## config.mk

```make
export PLATFORM = sky130hd
export DESIGN_NAME = maclaurin_result_buffer_flat
export DESIGN_NICKNAME = d
export VERILOG_FILES = /design/src/rtl/maclaurin_pkg.sv /design/src/rtl/maclaurin_result_buffer_if.sv /design/src/rtl/result_fifo_mem.sv /design/src/rtl/maclaurin_result_buffer.sv /design/src/flat_wrapper.sv
export SDC_FILE = /design/constraint.sdc
export NUM_CORES = 1
export LEC_CHECK = 0
export CORE_UTILIZATION = 58
export DETAILED_ROUTE_END_ITERATION = 16
export PLACE_DENSITY = 0.95
export SYNTH_ARGS = -nofsm -noshare
export SYNTH_HDL_FRONTEND = slang
export SYNTH_HIERARCHICAL = 1
export SYNTH_SLANG_ARGS = --single-unit
```

## constraint.sdc

```tcl
create_clock -name clk -period 5.7 [get_ports clk]
set_clock_uncertainty 0.1 [all_clocks]
set_input_delay 1.425 -clock clk [delete_from_list [all_inputs] [get_ports clk]]
set_output_delay 1.425 -clock clk [all_outputs]
set_load 0.02 [all_outputs]
```

## src/rtl/maclaurin_pkg.sv

```systemverilog
// rtl/maclaurin_pkg.sv - shared types and constants for the Maclaurin result buffer
// Contents: result_t entry layout {y, overflow, error}, RESULT_W, SAT_VALUE,
//           DEFAULT_DEPTH, and gate_result() which forms the stored entry.
// Build option: MACLAURIN_RESULT_SATURATE_EN saturates Y of overflowed results.
package maclaurin_pkg;

  localparam int          RESULT_W      = 34;
  localparam int          DEFAULT_DEPTH = 4;
  localparam logic [31:0] SAT_VALUE     = 32'hFFFF_FFFF;

`ifdef MACLAURIN_RESULT_SATURATE_EN
  localparam bit SAT_ON = 1'b1;
`else
  localparam bit SAT_ON = 1'b0;
`endif

  typedef struct packed {
    logic [31:0] y;
    logic        overflow;
    logic        error;
  } result_t;

  // An input-range error invalidates the datapath output, so Y and overflow
  // are zeroed; otherwise an overflowed Y may be clamped to all-ones.
  function automatic result_t gate_result(input logic [31:0] y,
                                          input logic        overflow,
                                          input logic        error);
    result_t r;
    r.error    = error;
    r.overflow = overflow & ~error;
    if (error)
      r.y = '0;
    else if (SAT_ON && overflow)
      r.y = SAT_VALUE;
    else
      r.y = y;
    return r;
  endfunction

endpackage

```

## src/rtl/maclaurin_result_buffer_if.sv

```systemverilog
// rtl/maclaurin_result_buffer_if.sv - producer/consumer bus of the result buffer
// Signals: in_valid/in_y/in_overflow/in_error/in_ready (controller side),
//          out_valid/out_ready/out_y/out_overflow/out_error (consumer side),
//          count/drop/drop_clr (status).
// Modports: master drives results and consumer ready; slave is the buffer.
interface maclaurin_result_buffer_if #(
  parameter int AW = 2
);

  logic        in_valid;
  logic [31:0] in_y;
  logic        in_overflow;
  logic        in_error;
  logic        in_ready;

  logic        out_valid;
  logic        out_ready;
  logic [31:0] out_y;
  logic        out_overflow;
  logic        out_error;

  logic [AW:0] count;
  logic        drop;
  logic        drop_clr;

  modport master (
    output in_valid, in_y, in_overflow, in_error, out_ready, drop_clr,
    input  in_ready, out_valid, out_y, out_overflow, out_error, count, drop
  );

  modport slave (
    input  in_valid, in_y, in_overflow, in_error, out_ready, drop_clr,
    output in_ready, out_valid, out_y, out_overflow, out_error, count, drop
  );

endinterface

```

## src/rtl/result_fifo_mem.sv

```systemverilog
// rtl/result_fifo_mem.sv - DEPTH x RESULT_W register array, sync write, async read
// Ports: clk; we/waddr/wdata write port; raddr/rdata combinational read port.
// Storage is deliberately not reset; occupancy tracking lives in the top.
module result_fifo_mem
  import maclaurin_pkg::*;
#(
  parameter int DEPTH = DEFAULT_DEPTH,
  parameter int AW    = 2
) (
  input  logic                clk,
  input  logic                we,
  input  logic [AW-1:0]       waddr,
  input  logic [RESULT_W-1:0] wdata,
  input  logic [AW-1:0]       raddr,
  output logic [RESULT_W-1:0] rdata
);

  logic [RESULT_W-1:0] mem_q [DEPTH];

  always_ff @(posedge clk) begin
    if (we) mem_q[waddr] <= wdata;
  end

  assign rdata = mem_q[raddr];

endmodule

```

## src/rtl/maclaurin_result_buffer.sv

```systemverilog
// rtl/maclaurin_result_buffer.sv - result FIFO between Maclaurin pipeline and consumer
// Ports: clk; rst (async, active-low); bus (maclaurin_result_buffer_if.slave)
//        carrying the done-strobe input, valid/ready output, count and drop.
// Build option: MACLAURIN_RESULT_SATURATE_EN (see maclaurin_pkg).
module maclaurin_result_buffer
  import maclaurin_pkg::*;
#(
  parameter int DEPTH = DEFAULT_DEPTH,
  parameter int AW    = 2
) (
  input  logic                    clk,
  input  logic                    rst,
  maclaurin_result_buffer_if.slave bus
);

  localparam logic [AW:0] FULL_COUNT = (AW+1)'(DEPTH);

  logic [AW-1:0] wr_ptr_q, wr_ptr_d;
  logic [AW-1:0] rd_ptr_q, rd_ptr_d;
  logic [AW:0]   count_q,  count_d;
  logic          drop_q,   drop_d;

  logic    full;
  logic    push;
  logic    pop;
  logic    drop_set;
  result_t wr_entry;
  result_t rd_entry;

  assign full = (count_q == FULL_COUNT);
  assign pop  = (count_q != '0) & bus.out_ready;
  // A full buffer can still take a result when the head leaves this cycle.
  assign push     = bus.in_valid & (~full | pop);
  assign drop_set = bus.in_valid & ~push;
  assign wr_entry = gate_result(bus.in_y, bus.in_overflow, bus.in_error);

  always_comb begin
    wr_ptr_d = wr_ptr_q;
    rd_ptr_d = rd_ptr_q;
    count_d  = count_q;
    drop_d   = drop_q;

    if (push) wr_ptr_d = wr_ptr_q + AW'(1);
    if (pop)  rd_ptr_d = rd_ptr_q + AW'(1);

    case ({push, pop})
      2'b10:   count_d = count_q + (AW+1)'(1);
      2'b01:   count_d = count_q - (AW+1)'(1);
      default: count_d = count_q;
    endcase

    // A new drop event outranks a clear in the same cycle.
    if (drop_set)          drop_d = 1'b1;
    else if (bus.drop_clr) drop_d = 1'b0;
  end

  always_ff @(posedge clk or negedge rst) begin
    if (!rst) begin
      wr_ptr_q <= '0;
      rd_ptr_q <= '0;
      count_q  <= '0;
      drop_q   <= 1'b0;
    end else begin
      wr_ptr_q <= wr_ptr_d;
      rd_ptr_q <= rd_ptr_d;
      count_q  <= count_d;
      drop_q   <= drop_d;
    end
  end

  result_fifo_mem #(
    .DEPTH (DEPTH),
    .AW    (AW)
  ) u_mem (
    .clk   (clk),
    .we    (push),
    .waddr (wr_ptr_q),
    .wdata (wr_entry),
    .raddr (rd_ptr_q),
    .rdata (rd_entry)
  );

  assign bus.in_ready     = ~full;
  assign bus.out_valid    = (count_q != '0);
  assign bus.out_y        = rd_entry.y;
  assign bus.out_overflow = rd_entry.overflow;
  assign bus.out_error    = rd_entry.error;
  assign bus.count        = count_q;
  assign bus.drop         = drop_q;

endmodule

```

## src/flat_wrapper.sv

```systemverilog
// flat-port wrapper written by rule: the top's interface ports become plain ports
module maclaurin_result_buffer_flat import maclaurin_pkg::*;
#(
  parameter int DEPTH = DEFAULT_DEPTH,
  parameter int AW    = 2
)
  (clk, rst, bus_in_valid, bus_in_y, bus_in_overflow, bus_in_error, bus_out_ready, bus_drop_clr, bus_in_ready, bus_out_valid, bus_out_y, bus_out_overflow, bus_out_error, bus_count, bus_drop);
  maclaurin_result_buffer_if #(.AW(AW)) bus_i ();
  input  logic clk;
  input  logic rst;
  input wire logic [$bits(bus_i.in_valid)-1:0] bus_in_valid;
  input wire logic [$bits(bus_i.in_y)-1:0] bus_in_y;
  input wire logic [$bits(bus_i.in_overflow)-1:0] bus_in_overflow;
  input wire logic [$bits(bus_i.in_error)-1:0] bus_in_error;
  input wire logic [$bits(bus_i.out_ready)-1:0] bus_out_ready;
  input wire logic [$bits(bus_i.drop_clr)-1:0] bus_drop_clr;
  output wire logic [$bits(bus_i.in_ready)-1:0] bus_in_ready;
  output wire logic [$bits(bus_i.out_valid)-1:0] bus_out_valid;
  output wire logic [$bits(bus_i.out_y)-1:0] bus_out_y;
  output wire logic [$bits(bus_i.out_overflow)-1:0] bus_out_overflow;
  output wire logic [$bits(bus_i.out_error)-1:0] bus_out_error;
  output wire logic [$bits(bus_i.count)-1:0] bus_count;
  output wire logic [$bits(bus_i.drop)-1:0] bus_drop;
  assign bus_i.in_valid = bus_in_valid;
  assign bus_i.in_y = bus_in_y;
  assign bus_i.in_overflow = bus_in_overflow;
  assign bus_i.in_error = bus_in_error;
  assign bus_i.out_ready = bus_out_ready;
  assign bus_i.drop_clr = bus_drop_clr;
  assign bus_in_ready = bus_i.in_ready;
  assign bus_out_valid = bus_i.out_valid;
  assign bus_out_y = bus_i.out_y;
  assign bus_out_overflow = bus_i.out_overflow;
  assign bus_out_error = bus_i.out_error;
  assign bus_count = bus_i.count;
  assign bus_drop = bus_i.drop;
  maclaurin_result_buffer #(.DEPTH(DEPTH), .AW(AW)) u_core (.clk(clk), .rst(rst), .bus(bus_i));
endmodule
```

-- Word-level counts from Yosys, hierarchy flattened
Memory sizes are Yosys's and may differ from the RTL's.
Cells that the tools add are included.
- add/sub/neg operators: 4
- $mul: 0
- div/mod/pow operators: 0
- order comparisons: 0
- eq/ne operators: 3
- shift-type cells: 0
- multiplexer cells: 6
- bitwise operators: 8
- reduce and logical (&&, ||, !) cells: 3
- operators with widths (kind ; number):
    2-to-1 mux 32 bit ; 1
    one-hot mux 3 bit (2 select lines) ; 1
    adder 2 x 1 -> 2 bit, second input constant ; 2
    bitwise AND 1 bit ; 4
    2-to-1 mux 1 bit ; 4
    nonzero test 2 bit ; 2
    adder 3 x 1 -> 3 bit, second input constant ; 1
    == test 3 bit, second input constant ; 1
    inverter 1 bit ; 3
    nonzero test 3 bit ; 1
    subtractor 3 x 1 -> 3 bit, second input constant ; 1
    == test 2 x 1 -> 1 bit, second input constant ; 1
    == test 2 bit, second input constant ; 1
    bitwise OR 1 bit ; 1
- bits in registers: 8
- bits in latches: 0
- memory bits (writable): 136
- memory bits (read-only): 0
- input bits: 39
- output and inout bits: 40
- logic and storage cells: 29
- memories kept: 1
- memories (memory ; words ; width ; rd ports ; clocked after memory_dff ; wr ports ; line ; RTL):
    u_core.u_mem.mem_q ; 4 ; 34 ; 1 ; 0 ; 1 ; result_fifo_mem.sv:18 ; logic [RESULT_W-1:0] mem_q [DEPTH];

-- Depth between registers and ports, before layout
Gate-level depths: netlist (run 1).
- depth after elaboration: 7
- depth in mapped cells: 7
- gate-level depth less buffers: 6

-- Modules after synthesis
The synthesis (run 1) kept the hierarchy.
- modules (own cells, without submodules) (module ; instances ; cells each ; area each (um^2) ; seq. area each (um^2)):
    result_fifo_mem ; 1 ; 182 ; 4986.0 ; 4083.9
    maclaurin_result_buffer ; 1 ; 79 ; 685.7 ; 200.2

-- Worst setup path after synthesis (run 1)
OpenSTA, ideal clock, no wires.
- kind: input to register
- start point: input bus_in_valid
- end point: memory u_core.u_mem.mem_q[0][0], enable pin
- library setup time: 0.475 ns
- arrival time: 4.360 ns
- data required time: 5.125 ns
- path slack: 0.766 ns
- stages: 4
- buffers on the path: 1
- path through: buf_6 -> inv_1 -> nor2_1 -> nor3b_1
- cells in the longest elaborated chain, start to end: 3
- ends and longest elaborated chain (element ; line ; RTL):
    start: declaration ; flat_wrapper.sv:11 ; input wire logic [$bits(bus_i.in_valid)-1:0] bus_in_valid;
    bitwise AND 1 bit ; maclaurin_result_buffer.sv:33 ; assign push = bus.in_valid & (~full | pop);
    via u_core.push ; maclaurin_result_buffer.sv:24 ; logic push;
    2-to-1 mux 1 bit ; result_fifo_mem.sv:21 ; if (we) mem_q[waddr] <= wdata;
    2-to-1 mux 1 bit (not written as such) ; result_fifo_mem.sv:21 ;
    end: declaration ; result_fifo_mem.sv:18 ;
The timed path passes the listed nets, and every way through them passes these cells.

-- Final worst setup path (run 1)
- start point: register u_core.rd_ptr_q[0]
- end point: output bus_out_y[7]
- cells in the longest elaborated chain, start to end: 1
- ends and longest elaborated chain (element ; line ; RTL):
    start: declaration ; maclaurin_result_buffer.sv:19 ; logic [AW-1:0] rd_ptr_q, rd_ptr_d;
    start signal: assignment ; maclaurin_result_buffer.sv:65 ; rd_ptr_q <= rd_ptr_d;
    memory read (4 x 34 bit) ; -- ;
    end: declaration ; flat_wrapper.sv:19 ; output wire logic [$bits(bus_i.out_y)-1:0] bus_out_y;
Every way passes these cells.

==> results of run 1 <==
kinds of logic (layout without fill, tap and decap cells):
group | after synthesis | after routing | share of synthesized area (%)
flops | 144 | 144 | 75.5
xor+xnor | 7 | 7 | 1.08
simple gates | 49 | 49 | 5.49
buf+inv | 19 | 120 | 2.65
fa+ha+maj | 1 | 1 | 0.353
compound gates | 7 | 7 | 1.13
mux | 34 | 34 | 13.8
sequential cells by signal, indices dropped and copies added (netlist names):
name	cells
u_core/bus.drop	1
u_core/bus.count	3
u_core/wr_ptr_q	2
u_core/u_mem/mem_q	136
u_core/rd_ptr_q	2
layout by cell type (no fill, tap or decap), drive strengths merged, types with 3 or more instances in the layout:
| cell type | instances |
|---|---|
| mux4 | 34 |
| inv | 6 |
| clkbuf | 26 |
| nand3 | 3 |
| clkinv | 3 |
| buf | 4 |
| xor2 | 5 |
| dfrtp | 8 |
| clkdlybuf4s50 | 78 |
| nor2b | 33 |
| edfxtp | 136 |
power by group through the flow:
stage | Clock, W | Sequential, W | Combinational [W]
2_1_floorplan | 0 | 0.00150 | 0.000845
3_3_place_gp | 0 | 0.00159 | 0.00120
3_5_place_dp | 0 | 0.00161 | 0.00121
4_1_cts | 0.00118 | 0.00160 | 0.00123
5_1_grt | 0.00122 | 0.00162 | 0.00128
6_report | 0.00117 | 0.00159 | 0.00122
layer usage:
layer	part of all wire (%)	vias up
met2	53	144
met5	0	-
met1	40	1429
met3	6.4	8
li1	-	1230
met4	0.64	0
path summary, 6_finish.rpt:
kind,cells past startpoint,to,slack [ns],start
setup reg to reg,3,u_core/u_mem/mem_q[3][25],3.32,u_core/bus.count[2]
min in group asynchronous,1,u_core/bus.count[0],1.09,rst
hold / removal,2,u_core/bus.drop,0.46,u_core/bus.drop
max in group asynchronous,1,u_core/rd_ptr_q[0],4.11,rst
hold reg to reg,2,u_core/bus.drop,0.46,u_core/bus.drop
setup / recovery,3,bus_out_y[7],1.24,u_core/rd_ptr_q[0]
stage by stage:
| stage | total power, W | cells | setup WS, ns |
|---|---|---|---|
| global route | 0.00412 | 491 | 1.05 |
| detailed placement | 0.00282 | 459 | 1.74 |
| CTS | 0.00400 | 491 | 1.15 |
| floorplan | 0.00234 | 261 | 0.766 |
| finish | 0.00398 | 491 | 1.24 |
| global placement | 0.00279 | 459 | 1.76 |
worst max-delay path, stage by stage, from the launching register on:
cell and delay [ns]:
dfrtp_2 0.89, buf_4 0.40, mux4_2 0.55, clkdlybuf4s50_1 0.57
cell type report:
class / instances / area (um2) / area share [%]
Timing Repair Buffer: 82 / 811 / 11.3
Sequential cell: 144 / 4290 / 59.7
Tap cell: 129 / 161 / 2.25
Clock buffer: 26 / 563 / 7.85
Clock inverter: 6 / 86.3 / 1.20
Inverter: 6 / 22.5 / 0.314
Multi-Input combinational cell: 98 / 1250 / 17.4
==> qor.csv, run 1 <==
metric,value,unit
cp.arrival,2.94,ns
cts.repair.resized,0,
clock.fmax,224,MHz
setup_tns,0,ns
synth_top_cell_area_share,72.0,%
finalCriticalPeriod,4.46,ns
stdcell_area,7180,um2
grt-ovfl-total,0,
fp-row-count,35,
antenna_found_initial,0,
slew-limit-headroom,36.8,%
place_area,6530,um2
wl_per_cell,21.6,um
grtUsageTotal,22.8,%
routed_via_density,5.73,
grt_pass1_vias,2852,
p_clk_share,29.3,%
yosysTopAreaCell,edfxtp_1,
fp.dieH,101,um
syn_to_final_growth,26.5,%
syn_area,5670,um2
leakage,2.42,nW
ys_types,31,
htreeDepth,4,
hold_path.class,reg -> reg,
crit_path_start_kind,register,
dieArea,10200,um2
synth_common_cells,"136 x edfxtp_1, 33 x nor2b_1, 30 x mux4_2",
hpwlAfterDp,5710,um
postSynthAreaPerCell,21.7,um2
drt_first_pass_iters,5,
power.internal,0.00280,W
ys_ff_latch,144,
p_sw_share,29.4,%
nets,389,
path_clk_slew,0.06,ns
hold_slack,0.462,ns
cts_inserted_buffers,17,
synthCells,261,
clock_path_buffers,2,
grt.busiest_layer,met2,
ys_warn_count,6,
drv_cap,0,
grtUsageMet1,29.7,%
max-vdd-ir-drop,0.000330,V
critical_path.max_fanout,25,
status,"complete, no violations",
yosysMostFrequentCell,edfxtp_1,
async_flop_share,5.56,%
worst_pin_slew,0.948,ns
hold_buffers,0,
grt_pass1_wl,16000,um
setup_viol,0,
io_pins,79,
remaining_drc_errors,0,
crit_type,reg -> out,
cts.sinks,144,
initialDrtViolationCount,144,
cp.required,4.18,ns
period_share,78.3,%
ant_nets,0,
rsz0062_at_grt,false,
final_core_utilization,76.6,%
cts_tree,done,
switching_power,0.00117,W
grt_use_met3,6.17,%
syn_nets,301,
n_antenna_cell,0,
initial_utilization,60.5,%
routed_wl,10600,um
use_met2,37.9,%
power_frac_comb,30.6,%
grt_max_degree,38,
pwr-share-seq,40.0,%
hold_viol,0,
core,9370,um2
synth_ff_type,edfxtp_1,
die_w,101,um
cts_root_buf,clkbuf_8,
yosysSeqAreaShare,75.5,%
maxSlewViolCount,0,
drive_gt1_share,19.9,%
fill_cells,533,
p_per_area,554,nW/um2
clkLatencyLatePin,0.52,ns
end_kind,output pin,
vias,2811,
synth-edff-count,136,
synth_area_leaders,"edfxtp_1 72%, mux4_2 12%, nor2b_1 3.6%",
gp_congestion,0.718,
cts_setup_buffers,0,
io_buffers,78,
(Power assumes the default switching activity.)
==> run 2: changes to the inputs <==
--- a/config.mk
+++ b/config.mk
@@ -5,9 +5,9 @@
 export SDC_FILE = /design/constraint.sdc
 export NUM_CORES = 1
 export LEC_CHECK = 0
-export CORE_UTILIZATION = 58
+export CORE_UTILIZATION = 49
 export DETAILED_ROUTE_END_ITERATION = 16
-export PLACE_DENSITY = 0.95
+export PLACE_DENSITY = 0.88
 export SYNTH_ARGS = -nofsm -noshare
 export SYNTH_HDL_FRONTEND = slang
 export SYNTH_HIERARCHICAL = 1
==> constraint.sdc (replaced) <==
create_clock -name clk -period 3.9 [get_ports clk]
set_clock_uncertainty 0.1 [all_clocks]
set_input_delay 0.975 -clock clk [delete_from_list [all_inputs] [get_ports clk]]
set_output_delay 0.975 -clock clk [all_outputs]
set_load 0.02 [all_outputs]
==> run 2 against run 1 <==
  * Sequential share of layout area grew 0.57 points
  * Via count down 0.64%
  * Final cell count increased by 3.5%
  * Register-to-register slack worse by 1.6 ns
  * Final area down 0.94%
  * Critical path depth is 1 lower
==> qor.csv, run 2 (synthesis results as in run 1) <==
metric,value,unit,change
initialDrtViolationCount,175,,+22%
io_buffers,78,,unchanged
max-vdd-ir-drop,0.000446,V,+35%
routed_wl,10800,um,+2.3%
cts_root_buf,clkbuf_16,,
grt_pass1_vias,3033,,+6.3%
dieArea,12000,um2,+18%
final_cell_mix,"136 x edfxtp_1, 77 x clkdlybuf4s50_1, 33 x nor2b_1, 30 x mux4_2, 17 x clkbuf_16",,
grt_max_degree,38,,unchanged
setup_viol,0,,unchanged
crit_path_start_kind,register,,
period_share,89.1,%,
layout_commonest_cell,edfxtp_1,,
cts_inserted_buffers,17,,unchanged
maxSlewViolCount,0,,unchanged
slew-limit-headroom,40.6,%,+3.8 points
htreeDepth,4,,unchanged
ant_nets,0,,unchanged
worst_pin_slew,0.891,ns,-0.0572 ns
n_antenna_cell,0,,unchanged
clkLatencyLatePin,0.40,ns,-0.12 ns
grt-ovfl-total,0,,unchanged
leakage,2.40,nW,-1.1%
cts_tree,done,,
cts.repair.resized,0,,unchanged
top_layer,met4,,
antenna_found_initial,0,,unchanged
setup_tns,0,ns,unchanged
reg2reg_from,u_core/bus.count[2],,
wl_met1,4460,um,+6.5%
route.met3.wl,654,um,-3.1%
critPathLaunch,u_core/rd_ptr_q[1],,
status,"complete, no violations",,
drive_gt1_share,21.5,%,+1.6 points
die_w,110,um,+8.6%
largest_reg_flops,136,,unchanged
grt_pass1_wl,16600,um,+3.7%
fp.dieH,110,um,+8.6%
cts_setup_buffers,0,,unchanged
hold_buffers,0,,unchanged
regMostFlops,u_core/u_mem/mem_q,,
hold_path.class,reg -> reg,,
hold_viol,0,,unchanged
io_pins,79,,unchanged
dr_wl_met2,5650,um,-0.37%
critical_path.max_fanout,35,,+40%
initial_utilization,51.2,%,-9.3 points
cts.sinks,144,,unchanged
p_per_area,780,nW/um2,+41%
drv_cap,0,,unchanged
cp.arrival,2.40,ns,-0.54 ns
clock.fmax,288,MHz,
gp_congestion,0.763,,+6.3%
rsz0062_at_grt,false,,
end_kind,output pin,,
path_clk_slew,0.06,ns,about the same
drt_first_pass_iters,4,,-1
cp.required,2.82,ns,-1.36 ns
hpwlAfterDp,6370,um,+12%
remaining_drc_errors,0,,unchanged
grtUsageTotal,20.2,%,-2.7 points
wl_per_cell,21.3,um,-1.1%
fp-row-count,38,,+8.6%
core,11100,um2,+18%
finalCriticalPeriod,3.48,ns,
crit_type,reg -> out,,
clock_path_buffers,2,,unchanged
hold_start,u_core/bus.drop,,
vias,2793,,-0.64%
nets,395,,+1.5%
syn_to_final_growth,25.3,%,
routed_via_density,5.50,,-4.0%
totalPowerFinal,0.00554,W,+39%
==> run 2: power by group <==
group,switching [W],internal [W]
clock network,0.000598,0.000808
registers,0.000206,0.00205
logic,0.000920,0.000960
total,0.00172,0.00382
==> run 2: path summary, 6_finish.rpt <==
path / end / slack (ns) / cells after the start
min reg2reg: u_core/bus.drop / 0.45 / 2
max reg2reg: u_core/u_mem/mem_q[3][4] / 1.70 / 4
max: bus_out_y[24] / 0.42 / 2
min: u_core/bus.drop / 0.45 / 2
max in group asynchronous: u_core/rd_ptr_q[0] / 2.63 / 1
min in group asynchronous: u_core/bus.drop / 0.76 / 1
==> run 2: per-stage QoR <==
| step | cells | setup WS, ns | hold WS [ns] | utilization (%) | cell area (um2) |
|---|---|---|---|---|---|
| final | 508 | 0.425 | 0.453 | 64.2 | 7110 |
| after global routing | 508 | 0.339 | 0.482 | 64.2 | 7110 |
| after CTS | 508 | 0.397 | 0.452 | 64.2 | 7110 |
| after detailed placement | 476 | 0.604 | 0.433 | 59.5 | 6590 |
| after global placement | 476 | 0.689 | 0.447 | 59.5 | 6590 |
| after floorplan | 261 | 0.624 | 0.343 | - | 5680 |
==> run 2: routing by layer <==
layer	global-route usage (%)	up-vias
met2	33.8	123
met5	0	-
met1	25.4	1419
li1	-	1244
met3	5.69	7
met4	6.95	0
==> run 2: layout make-up <==
type	count	area, um2
clock buffers	18	429
clock inverters	14	92.6
fillers	778	3970
inverters	6	22.5
multi-input cells	98	1250
flip-flops and latches	144	4290
well taps	140	175
repair buffers	88	851
==> run 2: critical path: stages, from the launching register on <==
cell,delay [ns]
dfrtp_2,0.95
mux4_2,0.47
clkdlybuf4s50_1,0.57
==> run 3: changes to the inputs <==
--- a/config.mk
+++ b/config.mk
@@ -6,6 +6,7 @@
 export NUM_CORES = 1
 export LEC_CHECK = 0
 export CORE_UTILIZATION = 49
+export CTS_CLUSTER_SIZE = 40
 export DETAILED_ROUTE_END_ITERATION = 16
 export PLACE_DENSITY = 0.88
 export SYNTH_ARGS = -nofsm -noshare
==> results of run 3 <==
Same layout as run 2: the final DEF is identical, and so are final timing and power.
